### src/rtl/serial_subtractor16.sv
// rtl/serial_subtractor16.sv - digit-serial subtractor D = A - B - Bin, CHUNK bits per clock
// start/busy/done handshake; results change only on completion of an operation.
module serial_subtractor16 #(
  parameter int WIDTH = 16,
  parameter int CHUNK = 4
) (
  input  logic             clk,
  input  logic             rst,
  input  logic             start,
  input  logic [WIDTH-1:0] A,
  input  logic [WIDTH-1:0] B,
  input  logic             Bin,
  output logic [WIDTH-1:0] D,
  output logic             Bout,
  output logic             V,
  output logic             busy,
  output logic             done
);

  localparam int N  = WIDTH / ((CHUNK < 1) ? 1 : CHUNK);
  localparam int CW = (N > 1) ? $clog2(N) : 1;

  if (CHUNK < 1 || CHUNK > WIDTH || (WIDTH % CHUNK) != 0) begin : g_bad_chunk
    $error("serial_subtractor16: CHUNK must divide WIDTH and lie in 1..WIDTH");
  end

  typedef enum logic [1:0] {S_IDLE, S_RUN, S_DONE} state_t;

  state_t             state, state_nxt;
  logic [WIDTH-1:0]   a_sh, b_sh, res;
  logic               a_msb, b_msb, brw;
  logic [CW-1:0]      cnt;
  logic [CHUNK:0]     chunk_diff;
  logic [WIDTH+CHUNK-1:0] res_cat;
  logic [WIDTH-1:0]   res_nxt;
  logic               last;

  // Bit CHUNK of the widened difference is the chunk borrow-out.
  assign chunk_diff = {1'b0, a_sh[CHUNK-1:0]} - {1'b0, b_sh[CHUNK-1:0]} - {{CHUNK{1'b0}}, brw};
  assign res_cat    = {chunk_diff[CHUNK-1:0], res};
  assign res_nxt    = res_cat[WIDTH+CHUNK-1:CHUNK];
  assign last       = (cnt == CW'(N - 1));

  always_ff @(posedge clk or negedge rst) begin
    if (!rst) state <= S_IDLE;
    else      state <= state_nxt;
  end

  always_comb begin
    state_nxt = state;
    case (state)
      S_IDLE:  if (start) state_nxt = S_RUN;
      S_RUN:   if (last)  state_nxt = S_DONE;
      S_DONE:  state_nxt = S_IDLE;
      default: state_nxt = S_IDLE;
    endcase
  end

  always_comb begin
    busy = (state == S_RUN);
    done = (state == S_DONE);
  end

  always_ff @(posedge clk or negedge rst) begin
    if (!rst) begin
      a_sh  <= '0;
      b_sh  <= '0;
      res   <= '0;
      a_msb <= 1'b0;
      b_msb <= 1'b0;
      brw   <= 1'b0;
      cnt   <= '0;
      D     <= '0;
      Bout  <= 1'b0;
      V     <= 1'b0;
    end else begin
      case (state)
        S_IDLE: begin
          if (start) begin
            a_sh  <= A;
            b_sh  <= B;
            a_msb <= A[WIDTH-1];
            b_msb <= B[WIDTH-1];
            brw   <= Bin;
            res   <= '0;
            cnt   <= '0;
          end
        end
        S_RUN: begin
          a_sh <= a_sh >> CHUNK;
          b_sh <= b_sh >> CHUNK;
          res  <= res_nxt;
          brw  <= chunk_diff[CHUNK];
          cnt  <= cnt + CW'(1);
          // Publish on the final chunk so D/Bout/V never expose partial results.
          if (last) begin
            D    <= res_nxt;
            Bout <= chunk_diff[CHUNK];
            V    <= (a_msb ^ b_msb) & (a_msb ^ res_nxt[WIDTH-1]);
          end
        end
        default: ;
      endcase
    end
  end

endmodule

### config.mk
export PLATFORM = sky130hd
export DESIGN_NAME = serial_subtractor16
export DESIGN_NICKNAME = d
export VERILOG_FILES = /design/src/rtl/serial_subtractor16.sv
export SDC_FILE = /design/constraint.sdc
export NUM_CORES = 1
export LEC_CHECK = 0
export ABC_AREA = 1
export CELL_PAD_IN_SITES_DETAIL_PLACEMENT = 2
export CELL_PAD_IN_SITES_GLOBAL_PLACEMENT = 2
export CORE_MARGIN = 1
export CORE_UTILIZATION = 32
export DETAILED_ROUTE_END_ITERATION = 10
export GPL_ROUTABILITY_DRIVEN = 1
export PLACE_DENSITY_LB_ADDON = 0.05
export SYNTH_ARGS = -nofsm -noshare
export SYNTH_HDL_FRONTEND = slang
export SYNTH_SLANG_ARGS = --single-unit
### constraint.sdc
create_clock -name clk -period 2.56 [get_ports clk]
set_input_delay 0.384 -clock clk [delete_from_list [all_inputs] [get_ports clk]]
set_output_delay 0.384 -clock clk [all_outputs]
set_load 0.1 [all_outputs]
==> impl_metrics.env <==
export IMPL_status="finished clean"
export IMPL_cts_hold_buf=0
export IMPL_hold_path_class="in2async"
export IMPL_ff_latch_area_um2=1730
export IMPL_fp_dieH_um=100
export IMPL_die_area_um2=10100
export IMPL_wl_per_cell_um=14.0
export IMPL_yosysUniqueCellTypes=26
export IMPL_layout_common_cells="76 x nand2_1, 69 x dfrtp_1, 50 x inv_1, 34 x clkdlybuf4s50_1, 23 x buf_4"
export IMPL_period_share_pct=79.1
export IMPL_die_w_um=100
export IMPL_io_buffer_count=55
export IMPL_wirelength_mm=7.20
export IMPL_fin_setup_tns_ns=0
export IMPL_clock_sinks=69
export IMPL_overflow=0
export IMPL_postCtsSetupRepairBufs=0
export IMPL_post_synth_top_area_cell="dfrtp_1"
export IMPL_io_pins=56
export IMPL_place_congestion=0.690
export IMPL_worstPathMaxFanout=49
export IMPL_max_freq_mhz=494
export IMPL_rsz0062_at_grt="no"
export IMPL_slew_violations=0
export IMPL_synthCells=328
export IMPL_arrival_ns=1.64
export IMPL_cts_buffer_depth=2
export IMPL_cp_start_kind="register"
export IMPL_antenna_left=0
export IMPL_vias=2439
export IMPL_rows=35
export IMPL_clock_skew_final_ns=0.0115
export IMPL_cts_resized=0
export IMPL_drt_iter0_drc=46
export IMPL_areaGrowthSynthToFinish_pct=24.6
export IMPL_dr_pass1_iters=4
export IMPL_syn_nets=371
export IMPL_synth_top_area_share_pct=55.8
export IMPL_yosysWarnings=0
export IMPL_max_cap_violations=0
export IMPL_drc=0
export IMPL_worst_r2r_path_depth=10
export IMPL_numCtsBuffers=9
export IMPL_crit_type="reg2out"
export IMPL_drive_gt1_share_pct=15.8
export IMPL_post_dp_hpwl_mm=5.04
export IMPL_avgSynthCellArea_um2=9.43
export IMPL_end_kind="output pin"
export IMPL_critPathRequiredTime_ns=2.18
export IMPL_min_period_ns=2.02
export IMPL_relSlewSlack_pct=51.2
export IMPL_timing_hold_ws_ns=0.110
export IMPL_gr_usage_all_layers_pct=16.0
export IMPL_core_region_area_um2=9280
export IMPL_floorplan_initialDensity_pct=33.3
export IMPL_hold_viol=0
export IMPL_ys_ff_latch=69
export IMPL_viasPerCell=4.74
export IMPL_insertion_delay_ns=0.33
export IMPL_grt_max_degree=50
export IMPL_path_clk_slew_ns=0.08
export IMPL_grt_pass1_wl_mm=12.3
export IMPL_antenna_found_initial=0
export IMPL_multi_input_area_um2=1060
export IMPL_setup_violations=0
export IMPL_synth_area_um2=3090
export IMPL_cts_tree="yes"
export IMPL_grt_pass1_vias=2574
export IMPL_synthTopCellsByArea="dfrtp_1 56%, nand2_1 9.2%, inv_1 6.1%"
export IMPL_cts_max_level=3
export IMPL_n_antenna_cell=0
export IMPL_final_common_cell="nand2_1"
export IMPL_nets=426
export IMPL_fillers=1081
export IMPL_root_buffer="clkbuf_8"
export IMPL_synth_yosys_seq_area_share_pct=55.8
export IMPL_tightest_slew_ns=0.732
final cells by class:
cell class,instances,area share (%)
sequential,69,44.8
multi-input combinational,189,27.4
timing repair buffer,60,14.5
inverter,54,5.32
tap,129,4.19
clock buffer,11,3.41
clock inverter,3,0.390
final timing paths:
check | from | end | slack [ns]
max | state[0] | busy | 0.54
min | rst | D[7] | 0.11
min in group clk | D[11] | D[11] | 0.48
min reg2reg | D[11] | D[11] | 0.48
max reg2reg | a_sh[0] | brw | 0.62
max in group asynchronous | rst | b_sh[1] | 1.74
sequential cells by signal (all words and copies together) (netlist names):
signal / cells
b_msb: 1
brw: 1
a_sh: 16
V: 1
Bout: 1
res: 12
cnt: 2
state: 2
D: 16
b_sh: 16
a_msb: 1
critical path, stage by stage (launching register included):
cell	delay (ns)
dfrtp_1	0.42
inv_2	0.06
nor2_4	0.11
buf_4	0.45
buf_12	0.24
metrics by stage:
step	util (%)	setup WS [ns]	std cells	cell area [um^2]
floorplan	-	0.493	328	3090
global placement	39.9	0.655	501	3710
detailed placement	39.9	0.595	501	3710
CTS	41.5	0.471	515	3850
global route	41.5	0.395	515	3850
finish	41.5	0.536	515	3850
Yosys cell counts:
| cell | number |
|---|---|
| a21oi_1 | 1 |
| a31oi_1 | 4 |
| o21ai_0 | 21 |
| fa_1 | 2 |
| o21ai_1 | 14 |
| nor2_4 | 2 |
| buf_1 | 1 |
| nand2_1 | 76 |
| o21ai_2 | 15 |
| inv_1 | 50 |
| inv_2 | 3 |
| o22ai_1 | 13 |
| nor2_2 | 1 |
| inv_4 | 1 |
| xnor2_1 | 1 |
| o211ai_1 | 16 |
| nand3_1 | 6 |
| buf_6 | 3 |
| buf_4 | 3 |
| dfrtp_1 | 69 |
| a22o_1 | 1 |
| ha_1 | 5 |
| nand2_4 | 1 |
| nand4_1 | 2 |
| nor2_1 | 8 |
| buf_2 | 9 |
per-layer routing:
metal,wire [um],vias to the layer above,global-route usage [%],part of all wire [%]
met1,3280,1220,19.6,46
met5,0,-,0,0
met3,265,9,3.41,3.7
met2,3560,45,27.6,50
met4,91,0,6.35,1.3
li1,-,1165,-,-
kinds of logic after synthesis:
family | after synthesis | synth area share, %
compound gates | 85 | 17.7
xor+xnor | 1 | 0.283
simple gates | 96 | 12.9
flops | 69 | 55.8
fa+ha+maj | 7 | 3.32
buf+inv | 70 | 10.0
Power is left out: the tool's default activity adds up to more than one toggle a clock period on the data nets, which glitch-free logic cannot reach.
